<file path="src/rtl/profibus_rx.sv">
// PROFIBUS UART character receiver: start, 8 data bits LSB first, even parity, stop.
// Each bit is sampled mid-cell, timed from the upstream falling-edge pulse.
module profibus_rx #(
  parameter int CLKS_PER_BIT = 1250
) (
  input  logic       clk,
  input  logic       nreset,
  input  logic       rx,
  input  logic       rx_falling,
  output logic [7:0] data,
  output logic       data_valid,
  output logic       parity_err,
  output logic       frame_err,
  output logic       busy,
  output logic [2:0] state_dbg
);

  localparam int CW   = (CLKS_PER_BIT > 1) ? $clog2(CLKS_PER_BIT) : 1;
  localparam int HALF = CLKS_PER_BIT / 2;

  localparam logic [CW-1:0] HALF_LOAD = CW'(HALF - 1);
  localparam logic [CW-1:0] BIT_LOAD  = CW'(CLKS_PER_BIT - 1);

  localparam logic [2:0] S_IDLE   = 3'd0;
  localparam logic [2:0] S_START  = 3'd1;
  localparam logic [2:0] S_DATA   = 3'd2;
  localparam logic [2:0] S_PARITY = 3'd3;
  localparam logic [2:0] S_STOP   = 3'd4;

  logic [2:0]    state;
  logic [CW-1:0] cnt;
  logic [3:0]    bit_idx;
  logic [7:0]    shift;
  logic          par_bit;

  // cnt counts down to the next sample point; zero means "sample rx this cycle".
  // Loading HALF-1 on the falling edge puts the start sample HALF cycles later.
  always_ff @(posedge clk) begin
    if (!nreset) begin
      state      <= S_IDLE;
      cnt        <= '0;
      bit_idx    <= 4'd0;
      shift      <= 8'h00;
      par_bit    <= 1'b0;
      data       <= 8'h00;
      data_valid <= 1'b0;
      parity_err <= 1'b0;
      frame_err  <= 1'b0;
    end else begin
      data_valid <= 1'b0;
      if (state == S_IDLE) begin
        if (rx_falling) begin
          state <= S_START;
          cnt   <= HALF_LOAD;
        end
      end else if (cnt != '0) begin
        cnt <= cnt - 1'b1;
      end else begin
        cnt <= BIT_LOAD;
        case (state)
          S_START: begin
            if (rx) begin
              // Line already back high: treat as a glitch, leave outputs alone.
              state <= S_IDLE;
              cnt   <= '0;
            end else begin
              state   <= S_DATA;
              bit_idx <= 4'd0;
            end
          end
          S_DATA: begin
            shift   <= {rx, shift[7:1]};
            bit_idx <= bit_idx + 4'd1;
            if (bit_idx == 4'd7) state <= S_PARITY;
          end
          S_PARITY: begin
            par_bit <= rx;
            state   <= S_STOP;
          end
          S_STOP: begin
            state      <= S_IDLE;
            cnt        <= '0;
            data_valid <= 1'b1;
            data       <= shift;
            parity_err <= (^shift) ^ par_bit;
            frame_err  <= ~rx;
          end
          default: begin
            state <= S_IDLE;
            cnt   <= '0;
          end
        endcase
      end
    end
  end

  assign busy      = (state != S_IDLE);
  assign state_dbg = state;

endmodule

</file>
<file path="config.mk">
export PLATFORM = sky130hd
export DESIGN_NAME = profibus_rx
export DESIGN_NICKNAME = d
export VERILOG_FILES = /design/src/rtl/profibus_rx.sv
export SDC_FILE = /design/constraint.sdc
export NUM_CORES = 1
export LEC_CHECK = 0
export ABC_AREA = 0
export BUFFER_PORTS_ARGS = -buffer_cell sky130_fd_sc_hd__buf_4
export CAP_MARGIN = 20
export CORE_ASPECT_RATIO = 1.75
export CORE_MARGIN = 2
export CORE_UTILIZATION = 30
export CTS_CLUSTER_DIAMETER = 120
export DETAILED_ROUTE_END_ITERATION = 12
export GPL_TIMING_DRIVEN = 0
export SETUP_SLACK_MARGIN = 0.15
export SLEW_MARGIN = 20
export SYNTH_ARGS = -nofsm -noshare
export SYNTH_HDL_FRONTEND = slang
export SYNTH_SLANG_ARGS = --single-unit
</file>
<file path="constraint.sdc">
create_clock -name clk -period 2.75 [get_ports clk]
set_input_delay 0.4125 -clock clk [delete_from_list [all_inputs] [get_ports clk]]
set_output_delay 0.4125 -clock clk [all_outputs]
set_load 0.01 [all_outputs]
</file>
==> metrics.txt, run 1 <==
# TYPE chip_impl_metric gauge
chip_impl_metric{name="final_cell_count_no_fill",unit=""} 331
chip_impl_metric{name="final-max-slew-violation-count",unit=""} 0
chip_impl_metric{name="timing.critical_path.slowest_cell_delay",unit="ps"} 430
chip_impl_metric{name="floorplan.die.width",unit="µm"} 63.7
chip_impl_metric{name="fin_nets",unit=""} 257
chip_impl_metric{name="worst_r2r_path_depth",unit=""} 7
chip_impl_metric{name="first_global_vias",unit=""} 1674
chip_impl_metric{name="layout-drive-gt1-share",unit="%"} 15.1
chip_impl_metric{name="synth_mux_area_share",unit="%"} 5.35
chip_impl_info{name="outcome",value="completed"} 1
chip_impl_metric{name="fmax",unit="MHz"} 449
chip_impl_info{name="synth_top_family_by_area",value="simple AND/OR/NAND/NOR gates"} 1
chip_impl_metric{name="timing.reg2reg.setup_slack",unit="ps"} 540
chip_impl_metric{name="port_buffers",unit=""} 18
chip_impl_info{name="worstHoldPathType",value="input pin to flip-flop"} 1
chip_impl_metric{name="worst_hold_slack",unit="ps"} 341
chip_impl_info{name="critPathLaunch",value="state_dbg[0]"} 1
chip_impl_metric{name="drv.max_cap_violation_count",unit=""} 0
chip_impl_metric{name="worstSkewPairLatency",unit="ps"} 290
chip_impl_metric{name="routabilityCongestion",unit=""} 0.842
chip_impl_metric{name="synth_simple_gate_area_share",unit="%"} 26.4
chip_impl_info{name="r2r_end",value="bit_idx[2]"} 1
chip_impl_metric{name="fp-row-count",unit=""} 38
chip_impl_metric{name="die_area",unit="µm²"} 6910
chip_impl_metric{name="worstPathArrival",unit="ps"} 1810
chip_impl_metric{name="synth_instances",unit=""} 225
chip_impl_info{name="worstPathCellList",value="clkbuf_1 -> nor3_1 -> inv_1 -> clkbuf_1 -> buf_4"} 1
chip_impl_metric{name="viasPerCell",unit=""} 5.01
chip_impl_metric{name="yosys.area_share.adder",unit="%"} 2.01
chip_impl_metric{name="total_length_of_routed_wires",unit="mm"} 4.52
chip_impl_metric{name="synthesis.area_per_instance",unit="µm²"} 8.31
chip_impl_metric{name="io_pins",unit=""} 19
chip_impl_info{name="crit_path_end_kind",value="output port"} 1
chip_impl_metric{name="pd_cells",unit="nW/µm²"} 929
chip_impl_metric{name="cts_hold_buf",unit=""} 0
chip_impl_metric{name="tns",unit="ps"} 0
chip_impl_info{name="holdCritStartpoint",value="rx"} 1
chip_impl_info{name="critical_path_class",value="flip-flop to output port"} 1
chip_impl_metric{name="drt.antenna.violating_nets",unit=""} 0
chip_impl_metric{name="total_number_of_clock_tree_sinks",unit=""} 38
chip_impl_metric{name="synth_cell_types",unit=""} 45
chip_impl_metric{name="vdd.ir_drop.worst",unit="µV"} 398
chip_impl_metric{name="cts_h_tree_depth",unit=""} 2
chip_impl_metric{name="synthXorXnorAreaFrac",unit="%"} 4.01
chip_impl_metric{name="synth_nets",unit=""} 232
chip_impl_info{name="r2r-start",value="cnt[0]"} 1
chip_impl_metric{name="count_of_tritonroute_iterations_in_the_first_routing_pass",unit=""} 4
chip_impl_metric{name="timing.final.setup_violations",unit=""} 0
chip_impl_metric{name="mappedNetlistArea",unit="µm²"} 1870
chip_impl_metric{name="post-route-worst-setup-slack",unit="ps"} 523
chip_impl_metric{name="areaGrowthSynthToFinish",unit="%"} 17.7
chip_impl_metric{name="detailedPlace.worstSlack",unit="ps"} 548
chip_impl_metric{name="n_antenna_cell",unit=""} 0
chip_impl_metric{name="path_clk_slew",unit="ps"} 80
chip_impl_metric{name="initial_core_util",unit="%"} 30.5
chip_impl_metric{name="hold_depth",unit=""} 2
chip_impl_metric{name="cts-buffers-inserted",unit=""} 5
chip_impl_metric{name="initialDrtViolationCount",unit=""} 54
chip_impl_metric{name="fp.dieH",unit="µm"} 108
chip_impl_metric{name="worst_slew_pin_slew",unit="ps"} 641
chip_impl_metric{name="ctsResizeCount",unit=""} 0
chip_impl_metric{name="yosysSeqAreaShare",unit="%"} 40.7
chip_impl_metric{name="antenna_violations_before_repair",unit=""} 0
chip_impl_metric{name="place.detailed.hpwl",unit="mm"} 3.42
chip_impl_info{name="grt_setup_unrepaired",value="false"} 1
chip_impl_metric{name="clock_skew",unit="ps"} 5.04
chip_impl_metric{name="timing.final.crit_share",unit="%"} 81.0
chip_impl_info{name="min_delay_worst_endpoint",value="frame_err"} 1
chip_impl_info{name="tritoncts",value="yes"} 1
chip_impl_metric{name="leakage",unit="µW"} 0.000819
chip_impl_metric{name="placed_cells",unit=""} 323
chip_impl_metric{name="core",unit="µm²"} 6130
chip_impl_metric{name="synthesis.yosys.warnings",unit=""} 0
chip_impl_info{name="worstSetupStartpointType",value="flip-flop"} 1
chip_impl_metric{name="worst-path-max-fanout",unit=""} 10
chip_impl_info{name="crit_path_max_delay_cell_type",value="sky130_fd_sc_hd__nor3_1"} 1
chip_impl_metric{name="synth_compound_area_share",unit="%"} 17.2
chip_impl_info{name="dominant_cell_type_by_count_on_the_critical_path",value="sky130_fd_sc_hd__clkbuf_1"} 1
chip_impl_metric{name="post_cts_buffers",unit=""} 0
chip_impl_metric{name="grt_pass1_wl",unit="mm"} 7.43
chip_impl_metric{name="gr-usage-all-layers",unit="%"} 13.8
chip_impl_metric{name="global_route_overflow",unit=""} 0
chip_impl_metric{name="period_minus_slack",unit="ps"} 2230
chip_impl_metric{name="final_hold_violating_endpoints",unit=""} 0
chip_impl_metric{name="grt_start_max_net_pins",unit=""} 13
chip_impl_metric{name="slew-limit-headroom",unit="%"} 56.9
chip_impl_info{name="clock_tree.root_cell",value="sky130_fd_sc_hd__clkbuf_8"} 1
chip_impl_metric{name="critical_path_required",unit="ps"} 2340
chip_impl_metric{name="cts.path.max_buffers",unit=""} 2
chip_impl_metric{name="register_bit_count_reported_by_yosys",unit=""} 38
chip_impl_metric{name="remaining_drc_errors",unit=""} 0
chip_impl_metric{name="via_count",unit=""} 1657
chip_impl_metric{name="routed_wire_length_per_instance",unit="µm"} 13.6
[worst max-delay path by stage]
stage,endpoint,depth (start not counted)
floorplan,shift[7],7
global placement,bit_idx[2],5
detailed placement,bit_idx[2],7
CTS,bit_idx[2],5
global route,shift[2],7
finish,busy,5
[critical path, delay by kind of cell (launching register included)]
| family | cells | cell delay (ps) |
|---|---|---|
| buf+inv | 4 | 780 |
| simple gates | 1 | 430 |
| flops | 1 | 310 |
[logic make-up after synthesis]
family / Yosys count
AOI/OAI and AO/OA: 51
buffers and inverters: 19
adders and majority gates: 3
xor gates and xnor gates: 7
muxes: 10
DFF: 38
and+or+nand+nor: 97
[sequential cells by signal, summed over array words and instances (netlist names)]
| register | count |
|---|---|
| data | 8 |
| par_bit | 1 |
| state_dbg | 3 |
| shift | 8 |
| frame_err | 1 |
| parity_err | 1 |
| data_valid | 1 |
| cnt | 11 |
| bit_idx | 4 |
[layout by cell type (no fill, tap or decap), types with 2 or more instances in the layout]
cell,Yosys,routed
sky130_fd_sc_hd__o221a_2,2,2
sky130_fd_sc_hd__dfxtp_1,38,38
sky130_fd_sc_hd__nand3_1,8,8
sky130_fd_sc_hd__nor3_1,9,9
sky130_fd_sc_hd__ha_1,3,3
sky130_fd_sc_hd__nand3b_1,2,2
sky130_fd_sc_hd__a21oi_1,23,23
sky130_fd_sc_hd__o21a_1,2,2
sky130_fd_sc_hd__a31oi_1,5,5
sky130_fd_sc_hd__a21o_1,2,2
sky130_fd_sc_hd__nand2b_1,3,3
sky130_fd_sc_hd__xnor2_1,5,5
sky130_fd_sc_hd__o21ai_0,6,6
sky130_fd_sc_hd__inv_1,7,7
sky130_fd_sc_hd__mux2i_1,10,10
sky130_fd_sc_hd__buf_4,0,18
sky130_fd_sc_hd__clkbuf_8,0,6
sky130_fd_sc_hd__or4_1,3,3
sky130_fd_sc_hd__and3_1,2,2
sky130_fd_sc_hd__o31ai_1,2,2
sky130_fd_sc_hd__nand2_1,26,26
sky130_fd_sc_hd__nor2_1,30,30
sky130_fd_sc_hd__nor2b_1,2,2
sky130_fd_sc_hd__buf_2,3,3
sky130_fd_sc_hd__or3_1,3,3
sky130_fd_sc_hd__clkbuf_1,8,8
[synthesized netlist by cell type]
cell type	number	area [µm²]
sky130_fd_sc_hd__o21a_1	2	15.0
sky130_fd_sc_hd__nand3b_1	2	15.0
sky130_fd_sc_hd__inv_1	7	26.3
sky130_fd_sc_hd__nor2b_1	2	12.5
sky130_fd_sc_hd__or4_1	3	22.5
sky130_fd_sc_hd__ha_1	3	37.5
sky130_fd_sc_hd__nand3_4	1	17.5
sky130_fd_sc_hd__nand2b_1	3	18.8
sky130_fd_sc_hd__nor4_2	1	12.5
sky130_fd_sc_hd__or2_2	1	6.26
sky130_fd_sc_hd__xnor3_1	1	22.5
sky130_fd_sc_hd__a32oi_1	1	8.76
sky130_fd_sc_hd__o311a_1	1	10.0
sky130_fd_sc_hd__o31a_1	1	8.76
sky130_fd_sc_hd__nand2_1	26	97.6
sky130_fd_sc_hd__and2_1	1	6.26
sky130_fd_sc_hd__buf_2	3	15.0
sky130_fd_sc_hd__and3_1	2	12.5
sky130_fd_sc_hd__mux2i_1	10	100
sky130_fd_sc_hd__or3_1	3	18.8
sky130_fd_sc_hd__nand3_1	8	40.0
sky130_fd_sc_hd__nand4b_1	1	8.76
sky130_fd_sc_hd__xor2_1	1	8.76
sky130_fd_sc_hd__nor4_4	1	21.3
sky130_fd_sc_hd__o41ai_1	1	8.76
sky130_fd_sc_hd__clkbuf_1	8	30.0
sky130_fd_sc_hd__o31ai_1	2	15.0
sky130_fd_sc_hd__o21ai_0	6	30.0
sky130_fd_sc_hd__a21o_1	2	15.0
sky130_fd_sc_hd__o221a_2	2	22.5
sky130_fd_sc_hd__a31oi_1	5	31.3
sky130_fd_sc_hd__nor3_1	9	45.0
sky130_fd_sc_hd__dfxtp_1	38	761
sky130_fd_sc_hd__nand4_1	1	6.26
sky130_fd_sc_hd__buf_6	1	11.3
sky130_fd_sc_hd__a2bb2oi_1	1	8.76
sky130_fd_sc_hd__o22ai_1	1	6.26
sky130_fd_sc_hd__xnor2_1	5	43.8
sky130_fd_sc_hd__a211o_1	1	8.76
sky130_fd_sc_hd__nor3_2	1	10.0
sky130_fd_sc_hd__a311o_1	1	10.0
sky130_fd_sc_hd__or3b_2	1	8.76
sky130_fd_sc_hd__nor2_1	30	113
sky130_fd_sc_hd__a21oi_1	23	115
sky130_fd_sc_hd__a211oi_1	1	7.51
[stage by stage]
stage | utilization (%) | total power (µW) | instance area (µm²)
floorplan | - | 1410 | 1870
global placement | 34.3 | 1640 | 2110
detailed placement | 34.3 | 1650 | 2110
CTS | 35.9 | 2060 | 2200
global route | 35.9 | 2190 | 2200
finish | 35.9 | 2040 | 2200
[per-layer routing]
layer  share of wire [%]  vias up  track usage (%)  wire [µm]
li1                    -      842                -          -
met1                  39      777             12.0       1740
met2                  56       27             27.6       2510
met3                 2.7       11             2.19        123
met4                 3.1        0             9.63        142
met5                   0        -                0          0
[power breakdown]
part           switching, µW  internal (µW)
Combinational            557            343
Clock                    205            202
Sequential               111            626
Total                    873           1170
[final cells by class]
class | instances | area (µm²)
fillers | 656 | 3930
multi-input cells | 168 | 1030
flip-flops and latches | 38 | 761
repair buffers | 18 | 135
well taps | 80 | 100
clock buffers | 6 | 82.6
plain buffers | 12 | 56.3
inverters | 7 | 26.3
clock inverters | 2 | 12.5
Power figures use the tool's default switching activity.
==> inputs of run 2 (changes only) <==
--- a/config.mk
+++ b/config.mk
@@ -5,7 +5,7 @@
 export SDC_FILE = /design/constraint.sdc
 export NUM_CORES = 1
 export LEC_CHECK = 0
-export ABC_AREA = 0
+export ABC_AREA = 1
 export BUFFER_PORTS_ARGS = -buffer_cell sky130_fd_sc_hd__buf_4
 export CAP_MARGIN = 20
 export CORE_ASPECT_RATIO = 1.75
==> constraint.sdc (replaced) <==
create_clock -name clk -period 2.15 [get_ports clk]
set_input_delay 0.3225 -clock clk [delete_from_list [all_inputs] [get_ports clk]]
set_output_delay 0.3225 -clock clk [all_outputs]
set_load 0.01 [all_outputs]
==> run 2 against run 1 <==
Routed wire length grew 12%. Non-clock buffer count fell by 5. Hold slack got worse by 130 ps.
==> metrics.txt, run 2 <==
# TYPE chip_impl_metric gauge
chip_impl_metric{name="synthXorXnorAreaFrac",unit="%"} 1.27
chip_impl_metric{name="remaining_drc_errors",unit=""} 0
chip_impl_metric{name="count_of_tritonroute_iterations_in_the_first_routing_pass",unit=""} 4
chip_impl_metric{name="share_of_async_settable_or_async_resettable_flops_after_synthesis",unit="%"} 0
chip_impl_metric{name="floorplan.die.width",unit="µm"} 66.8
chip_impl_info{name="synth_top_cells_by_count",value="73 x sky130_fd_sc_hd__nand2_1, 38 x sky130_fd_sc_hd__dfxtp_1, 33 x sky130_fd_sc_hd__inv_1"} 1
chip_impl_metric{name="path_clk_slew",unit="ps"} 60
chip_impl_metric{name="yosys.area_share.adder",unit="%"} 1.81
chip_impl_metric{name="p_total",unit="µW"} 3200
chip_impl_metric{name="worstPathArrival",unit="ps"} 1870
chip_impl_metric{name="first_global_vias",unit=""} 1867
chip_impl_metric{name="initialDrtViolationCount",unit=""} 56
chip_impl_metric{name="synth_instances",unit=""} 286
chip_impl_metric{name="core",unit="µm²"} 6760
chip_impl_metric{name="global_route_overflow",unit=""} 0
chip_impl_metric{name="period_minus_slack",unit="ps"} 1700
chip_impl_metric{name="timing.final.setup_violations",unit=""} 0
chip_impl_metric{name="fin_nets",unit=""} 318
chip_impl_metric{name="routed_wire_length_per_instance",unit="µm"} 12.8
chip_impl_metric{name="viasPerCell",unit=""} 4.75
chip_impl_info{name="r2r_end",value="cnt[7]"} 1
chip_impl_info{name="cp-endpoint",value="cnt[7]"} 1
chip_impl_metric{name="worst_hold_slack",unit="ps"} 214
chip_impl_metric{name="synth_simple_gate_area_share",unit="%"} 29.2
chip_impl_metric{name="gr-usage-all-layers",unit="%"} 14.8
chip_impl_info{name="layout.cells.most_common",value="sky130_fd_sc_hd__nand2_1"} 1
chip_impl_info{name="synth_top_area_cell",value="sky130_fd_sc_hd__dfxtp_1"} 1
chip_impl_metric{name="cts.path.max_buffers",unit=""} 2
chip_impl_metric{name="switching_share",unit="%"} 44.2
chip_impl_metric{name="placed_cells",unit=""} 388
chip_impl_metric{name="fmax",unit="MHz"} 589
chip_impl_metric{name="synth_nets",unit=""} 293
chip_impl_info{name="grt_setup_unrepaired",value="false"} 1
chip_impl_metric{name="worst_r2r_path_depth",unit=""} 9
chip_impl_metric{name="n_antenna_cell",unit=""} 0
chip_impl_metric{name="pd_cells",unit="nW/µm²"} 1300
chip_impl_metric{name="clkPwrFrac",unit="%"} 23.6
chip_impl_info{name="r2r-start",value="cnt[0]"} 1
chip_impl_info{name="tritoncts",value="yes"} 1
chip_impl_info{name="mostFrequentLayoutCells",value="73 x sky130_fd_sc_hd__nand2_1, 38 x sky130_fd_sc_hd__dfxtp_1, 33 x sky130_fd_sc_hd__inv_1"} 1
chip_impl_metric{name="total_switching_power",unit="µW"} 1410
chip_impl_info{name="crit_path_end_kind",value="flip-flop"} 1
chip_impl_metric{name="synth_edf_count",unit=""} 0
chip_impl_metric{name="worst-path-max-fanout",unit=""} 9
chip_impl_metric{name="layout-drive-gt1-share",unit="%"} 20.5
chip_impl_info{name="largest_register",value="cnt"} 1
chip_impl_metric{name="register_bit_count_reported_by_yosys",unit=""} 38
chip_impl_info{name="synth-main-ff-cell",value="sky130_fd_sc_hd__dfxtp_1"} 1
chip_impl_metric{name="worst_slew_pin_slew",unit="ps"} 563
chip_impl_info{name="clock_tree.root_cell",value="sky130_fd_sc_hd__clkbuf_16"} 1
chip_impl_metric{name="cts_hold_buf",unit=""} 0
chip_impl_info{name="synth.top_cells.by_area",value="sky130_fd_sc_hd__dfxtp_1 37%, sky130_fd_sc_hd__nand2_1 13%, sky130_fd_sc_hd__inv_1 6.0%"} 1
chip_impl_metric{name="final_util",unit="%"} 36.4
chip_impl_metric{name="grt_start_max_net_pins",unit=""} 12
chip_impl_metric{name="synth_compound_area_share",unit="%"} 20.3
chip_impl_info{name="worstHoldPathType",value="input pin to flip-flop"} 1
chip_impl_metric{name="total_length_of_routed_wires",unit="mm"} 5.05
chip_impl_metric{name="final_cell_count_no_fill",unit=""} 396
chip_impl_metric{name="synthesis.area_per_instance",unit="µm²"} 7.24
chip_impl_metric{name="worstSkewPairLatency",unit="ps"} 280
chip_impl_metric{name="initial_core_util",unit="%"} 30.7
chip_impl_info{name="synth_top_family_by_area",value="simple AND/OR/NAND/NOR gates"} 1
chip_impl_metric{name="leakage",unit="µW"} 0.00111
chip_impl_metric{name="fp.dieH",unit="µm"} 114
chip_impl_metric{name="synth_cell_types",unit=""} 38
chip_impl_metric{name="synthesis.yosys.warnings",unit=""} 0
chip_impl_metric{name="io_pins",unit=""} 19
chip_impl_metric{name="number_of_flip_flops_in_the_largest_register",unit=""} 11
chip_impl_metric{name="critical_path_required",unit="ps"} 2320
chip_impl_metric{name="areaGrowthSynthToFinish",unit="%"} 18.7
chip_impl_metric{name="via_count",unit=""} 1881
chip_impl_metric{name="final-max-slew-violation-count",unit=""} 0
chip_impl_metric{name="cts_h_tree_depth",unit=""} 2
chip_impl_metric{name="drt.antenna.violating_nets",unit=""} 0
chip_impl_metric{name="antenna_violations_before_repair",unit=""} 0
chip_impl_metric{name="routabilityCongestion",unit=""} 0.831
chip_impl_metric{name="port_buffers",unit=""} 18
chip_impl_info{name="worstSetupStartpointType",value="flip-flop"} 1
chip_impl_info{name="critPathLaunch",value="cnt[0]"} 1
chip_impl_metric{name="synth_mux_area_share",unit="%"} 0
chip_impl_metric{name="timing.reg2reg.setup_slack",unit="ps"} 450
chip_impl_info{name="largestRegisters",value="cnt (11), data (8), shift (8)"} 1
chip_impl_metric{name="grt_pass1_wl",unit="mm"} 8.56
chip_impl_metric{name="slew-limit-headroom",unit="%"} 62.5
chip_impl_metric{name="timing.final.crit_share",unit="%"} 78.9
chip_impl_metric{name="drv.max_cap_violation_count",unit=""} 0
chip_impl_info{name="outcome",value="completed"} 1
chip_impl_info{name="critical_path_class",value="flip-flop to flip-flop"} 1
chip_impl_metric{name="final_hold_violating_endpoints",unit=""} 0
chip_impl_metric{name="tns",unit="ps"} 0
chip_impl_info{name="synthMostInstantiatedCell",value="sky130_fd_sc_hd__nand2_1"} 1
chip_impl_metric{name="fp-row-count",unit=""} 40
chip_impl_metric{name="combPwrFrac",unit="%"} 47.0
chip_impl_metric{name="yosysSeqAreaShare",unit="%"} 36.7
chip_impl_metric{name="synth_largest_type_area_fraction",unit="%"} 36.7
chip_impl_metric{name="clock_skew",unit="ps"} 4.18
chip_impl_metric{name="mappedNetlistArea",unit="µm²"} 2070
chip_impl_metric{name="cts-buffers-inserted",unit=""} 5
chip_impl_metric{name="place.detailed.hpwl",unit="mm"} 3.83
chip_impl_metric{name="seq_power_share",unit="%"} 29.4
chip_impl_metric{name="post_cts_buffers",unit=""} 0
chip_impl_metric{name="total_number_of_clock_tree_sinks",unit=""} 38
chip_impl_metric{name="vdd.ir_drop.worst",unit="µV"} 398
chip_impl_metric{name="ctsResizeCount",unit=""} 0
chip_impl_metric{name="internal_power",unit="µW"} 1780
chip_impl_metric{name="die_area",unit="µm²"} 7610
run 2: cells by family (layout without fill, tap and decap cells):
| kind of cell | Yosys count | after routing |
|---|---|---|
| buffers and inverters | 45 | 71 |
| adders and majority gates | 3 | 3 |
| xor gates and xnor gates | 3 | 3 |
| DFF | 38 | 38 |
| and+or+nand+nor | 126 | 126 |
| AOI/OAI and AO/OA | 71 | 71 |
run 2: power by group through the flow:
stage	clock, µW	sequential, µW	combinational (µW)
2_1_floorplan	0	937	1160
3_3_place_gp	0	952	1480
3_5_place_dp	0	955	1500
4_1_cts	771	941	1510
5_1_grt	798	955	1680
6_report	756	940	1500
run 2: per-stage QoR:
step / area [µm²] / worst slack [ps]
after floorplan: 2070 / 666
after global placement: 2310 / 427
after detailed placement: 2310 / 430
after CTS: 2460 / 415
after global routing: 2460 / 353
final: 2460 / 453
run 2: cell type report:
type / instances / area (µm²)
Tap cell: 84 / 105
Multi-Input combinational cell: 203 / 1090
Sequential cell: 38 / 761
Clock buffer: 7 / 143
Buffer: 7 / 67.6
Clock inverter: 1 / 5.00
Inverter: 38 / 154
Fill cell: 745 / 4300
Timing Repair Buffer: 18 / 135
run 2: worst max-delay path: stages, from the launching register on:
cell                       delay, ps
sky130_fd_sc_hd__dfxtp_1         310
sky130_fd_sc_hd__inv_1           130
sky130_fd_sc_hd__ha_1            210
sky130_fd_sc_hd__nand2_1         140
sky130_fd_sc_hd__nor2_8          160
sky130_fd_sc_hd__nand2_8         100
sky130_fd_sc_hd__nand2_2         120
sky130_fd_sc_hd__nand3b_1        190
sky130_fd_sc_hd__o21ai_0         140
sky130_fd_sc_hd__a21oi_1          80
run 2: per-layer routing:
| metal | vias to the layer above | routed length (µm) | global-route usage (%) |
|---|---|---|---|
| met5 | - | 0 | 0 |
| met4 | 0 | 115 | 6.94 |
| met3 | 9 | 113 | 2.17 |
| met2 | 30 | 2860 | 28.7 |
| met1 | 866 | 1960 | 14.6 |
| li1 | 976 | - | - |
run 2: worst min path at each step:
stage,start,to,slack [ps],depth (start not counted)
2_1_floorplan,rx,frame_err,400,1
3_3_place_gp,cnt[0],cnt[0],460,2
3_5_place_dp,cnt[0],cnt[0],460,2
4_1_cts,rx,frame_err,210,2
5_1_grt,rx,frame_err,220,2
6_report,rx,frame_err,210,2
==> inputs of run 3 (changes only) <==
--- a/config.mk
+++ b/config.mk
@@ -5,7 +5,7 @@
 export SDC_FILE = /design/constraint.sdc
 export NUM_CORES = 1
 export LEC_CHECK = 0
-export ABC_AREA = 1
+export ABC_AREA = 0
 export BUFFER_PORTS_ARGS = -buffer_cell sky130_fd_sc_hd__buf_4
 export CAP_MARGIN = 20
 export CORE_ASPECT_RATIO = 1.75
==> constraint.sdc (replaced) <==
create_clock -name clk -period 1.39 [get_ports clk]
set_input_delay 0.2085 -clock clk [delete_from_list [all_inputs] [get_ports clk]]
set_output_delay 0.2085 -clock clk [all_outputs]
set_load 0.01 [all_outputs]
==> run 3 against run 2 <==
Combinational power increased to 2.8 times the previous value. Power increased by 120%. First-iteration DRC count increased by 1.8%. Non-clock buffer count increased by 52. Cell area increased by 27%. Flip-flop and latch count unchanged. The flow now finishes with violations (negative setup slack). Global-route usage increased by 2.5 points. Hold slack got worse by 120 ps. Routed wire length increased by 23%. Fmax decreased by 15%. Via count increased by 6.0%. Critical endpoint is now shift[7].
==> metrics.txt, run 3 (synthesis gave the netlist of run 1 again) <==
# TYPE chip_impl_metric gauge
chip_impl_info{name="critical_path_class",value="flip-flop to flip-flop"} 1
chip_impl_metric{name="initialDrtViolationCount",unit=""} 57
chip_impl_metric{name="number_of_flip_flops_in_the_largest_register",unit=""} 11
chip_impl_metric{name="switching_share",unit="%"} 39.0
chip_impl_info{name="violations",value="negative setup slack"} 1
chip_impl_info{name="mostFrequentLayoutCells",value="39 x sky130_fd_sc_hd__buf_4, 27 x sky130_fd_sc_hd__dfxtp_1, 26 x sky130_fd_sc_hd__buf_6"} 1
chip_impl_metric{name="cts.path.max_buffers",unit=""} 2
chip_impl_info{name="clock_tree.root_cell",value="sky130_fd_sc_hd__clkbuf_8"} 1
chip_impl_metric{name="worst-path-max-fanout",unit=""} 5
chip_impl_info{name="holdCritStartpoint",value="rx"} 1
chip_impl_metric{name="leakage",unit="µW"} 0.00121
chip_impl_metric{name="cts_h_tree_depth",unit=""} 2
chip_impl_metric{name="slew-limit-headroom",unit="%"} 56.6
chip_impl_metric{name="viasPerCell",unit=""} 5.26
chip_impl_info{name="crit_path_max_delay_cell_type",value="sky130_fd_sc_hd__or4_4"} 1
chip_impl_info{name="worstSetupStartpointType",value="flip-flop"} 1
chip_impl_metric{name="areaGrowthSynthToFinish",unit="%"} 67.2
chip_impl_metric{name="final_hold_violating_endpoints",unit=""} 0
chip_impl_metric{name="internal_power",unit="µW"} 4200
chip_impl_info{name="r2r_end",value="shift[7]"} 1
chip_impl_info{name="crit_path_end_kind",value="flip-flop"} 1
chip_impl_metric{name="final_util",unit="%"} 51.0
chip_impl_metric{name="pd_cells",unit="nW/µm²"} 2200
chip_impl_metric{name="timing.final.setup_violations",unit=""} 39
chip_impl_metric{name="fin_nets",unit=""} 305
chip_impl_metric{name="worstPathArrival",unit="ps"} 2180
chip_impl_metric{name="core",unit="µm²"} 6130
chip_impl_metric{name="total_switching_power",unit="µW"} 2680
chip_impl_metric{name="worst_slew_pin_slew",unit="ps"} 650
chip_impl_metric{name="final-max-slew-violation-count",unit=""} 0
chip_impl_metric{name="clock_skew",unit="ps"} 7.52
chip_impl_metric{name="vdd.ir_drop.worst",unit="µV"} 956
chip_impl_metric{name="grt_start_max_net_pins",unit=""} 14
chip_impl_info{name="min_delay_worst_endpoint",value="frame_err"} 1
chip_impl_metric{name="seq_power_share",unit="%"} 22.1
chip_impl_metric{name="cts-buffers-inserted",unit=""} 5
chip_impl_metric{name="die_area",unit="µm²"} 6910
chip_impl_metric{name="antenna_violations_before_repair",unit=""} 0
chip_impl_info{name="worstPathCellList",value="or4_4 -> buf_6 -> buf_6 -> or4_4 -> buf_6 -> a21oi_2 -> nor2_1"} 1
chip_impl_metric{name="globalRouteMet2Util",unit="%"} 33.5
chip_impl_metric{name="hold_depth",unit=""} 2
chip_impl_metric{name="io_pins",unit=""} 19
chip_impl_metric{name="count_of_tritonroute_iterations_in_the_first_routing_pass",unit=""} 4
chip_impl_metric{name="globalRouteMet3Util",unit="%"} 2.29
chip_impl_metric{name="port_buffers",unit=""} 18
chip_impl_metric{name="gr-usage-all-layers",unit="%"} 17.3
chip_impl_metric{name="grt_pass1_wl",unit="mm"} 9.26
chip_impl_info{name="gr-max-usage-layer",value="met2"} 1
chip_impl_metric{name="n_antenna_cell",unit=""} 0
chip_impl_info{name="layout.cells.most_common",value="sky130_fd_sc_hd__buf_4"} 1
chip_impl_info{name="path_delay_family",value="simple AND/OR/NAND/NOR gates"} 1
chip_impl_metric{name="place.detailed.hpwl",unit="mm"} 3.52
chip_impl_metric{name="worstSkewPairLatency",unit="ps"} 300
chip_impl_metric{name="timing.final.crit_share",unit="%"} 144
chip_impl_metric{name="postPlaceCellArea",unit="µm²"} 2190
chip_impl_metric{name="critPathBufInv",unit=""} 3
chip_impl_info{name="outcome",value="finished, violations left"} 1
chip_impl_metric{name="total_number_of_clock_tree_sinks",unit=""} 38
chip_impl_metric{name="routed_wire_length_per_instance",unit="µm"} 16.4
chip_impl_metric{name="via_count",unit=""} 1994
chip_impl_info{name="r2r-start",value="cnt[7]"} 1
chip_impl_metric{name="fp.dieH",unit="µm"} 108
chip_impl_metric{name="initial_core_util",unit="%"} 30.5
chip_impl_metric{name="tns",unit="ps"} -18110
chip_impl_metric{name="period_minus_slack",unit="ps"} 2000
chip_impl_metric{name="critical_path_required",unit="ps"} 1560
chip_impl_info{name="worstHoldPathType",value="input pin to flip-flop"} 1
chip_impl_metric{name="timing.reg2reg.setup_slack",unit="ps"} -610
chip_impl_info{name="tritoncts",value="yes"} 1
chip_impl_metric{name="routabilityCongestion",unit=""} 0.853
chip_impl_info{name="dominant_cell_type_by_count_on_the_critical_path",value="sky130_fd_sc_hd__buf_6"} 1
chip_impl_metric{name="path_clk_slew",unit="ps"} 80
chip_impl_info{name="largest_register",value="cnt"} 1
chip_impl_metric{name="drt.antenna.violating_nets",unit=""} 0
chip_impl_metric{name="fillerInstances",unit=""} 527
chip_impl_metric{name="remaining_drc_errors",unit=""} 0
chip_impl_metric{name="drv.max_cap_violation_count",unit=""} 0
chip_impl_metric{name="final_cell_area",unit="µm²"} 3130
chip_impl_metric{name="floorplan.die.width",unit="µm"} 63.7
chip_impl_metric{name="clkPwrFrac",unit="%"} 16.8
chip_impl_metric{name="timing.critical_path.slowest_cell_delay",unit="ps"} 510
chip_impl_metric{name="combPwrFrac",unit="%"} 61.1
chip_impl_metric{name="first_global_vias",unit=""} 1953
chip_impl_metric{name="global_route_overflow",unit=""} 0
chip_impl_metric{name="worst_r2r_path_depth",unit=""} 7
chip_impl_metric{name="post-route-worst-setup-slack",unit="ps"} -615
chip_impl_info{name="largestRegisters",value="cnt (11), data (8), shift (8)"} 1
chip_impl_metric{name="fmax",unit="MHz"} 499
chip_impl_metric{name="grt_use_met1",unit="%"} 16.3
chip_impl_metric{name="total_length_of_routed_wires",unit="mm"} 6.23
chip_impl_info{name="grt_setup_unrepaired",value="true"} 1
chip_impl_metric{name="fp-row-count",unit=""} 38
chip_impl_metric{name="layout-drive-gt1-share",unit="%"} 52.2
## run 3: cell count changes in the layout (fill, tap and decap cells not counted), sizes merged, moves of 5 or more
cell and delta:
nand3 -5, buf +47, o21ai -27, inv -29
mux2i +10, nand2 -52, nor2 +5, a21oi -11
nor3 +9
## run 3: area by class of cell
class                           instances  area, µm²  share of cell area (%)
Sequential cell                        38        787                    25.2
Tap cell                               80        100                    3.20
Clock inverter                          3       68.8                    2.20
Timing Repair Buffer                   65        614                    19.6
Buffer                                 12        123                    3.92
Clock buffer                            5       68.8                    2.20
Inverter                                7       26.3                   0.840
Multi-Input combinational cell        169       1340                    42.8
## run 3: routing by layer
| layer | vias to the layer above | part of all wire (%) |
|---|---|---|
| met2 | 68 | 54 |
| met4 | 0 | 9.0 |
| met1 | 939 | 33 |
| li1 | 942 | - |
| met5 | - | 0 |
| met3 | 45 | 3.5 |
## run 3: worst max path at each step
stage	start	end	slack, ps	depth (start not counted)
final	cnt[7]	shift[7]	-610	7
after global routing	cnt[9]	shift[7]	-650	7
after CTS	cnt[7]	shift[7]	-590	7
after detailed placement	cnt[5]	bit_idx[2]	-750	5
after global placement	cnt[6]	bit_idx[2]	-780	5
after floorplan	cnt[7]	data[0]	-470	8
## run 3: stage by stage
step | power (µW) | instances | worst slack (ps) | hold WS [ps]
floorplan | 2980 | 225 | -469 | 303
global placement | 3450 | 323 | -781 | 424
global route | 7200 | 379 | -653 | 108
finish | 6880 | 379 | -615 | 98.2
CTS | 6070 | 369 | -593 | 106
detailed placement | 3470 | 323 | -747 | 421
## run 3: timing repair
item | CTS | global route
endpoints found under the setup margin | 39 | 39
pin swaps | 32 | 13
setup buffers | 36 | 9
resized for setup | 65 | 44
hold endpoints to repair | 0 | 0
cloned | 2 | 1
hold buffers | 0 | 0
## run 3: power by group through the flow
stage	clock network [µW]	logic, µW	registers, µW
floorplan	0	1510	1470
global placement	0	1940	1510
detailed placement	0	1960	1510
CTS	1170	3400	1500
global route	1210	4450	1550
finish	1160	4210	1520
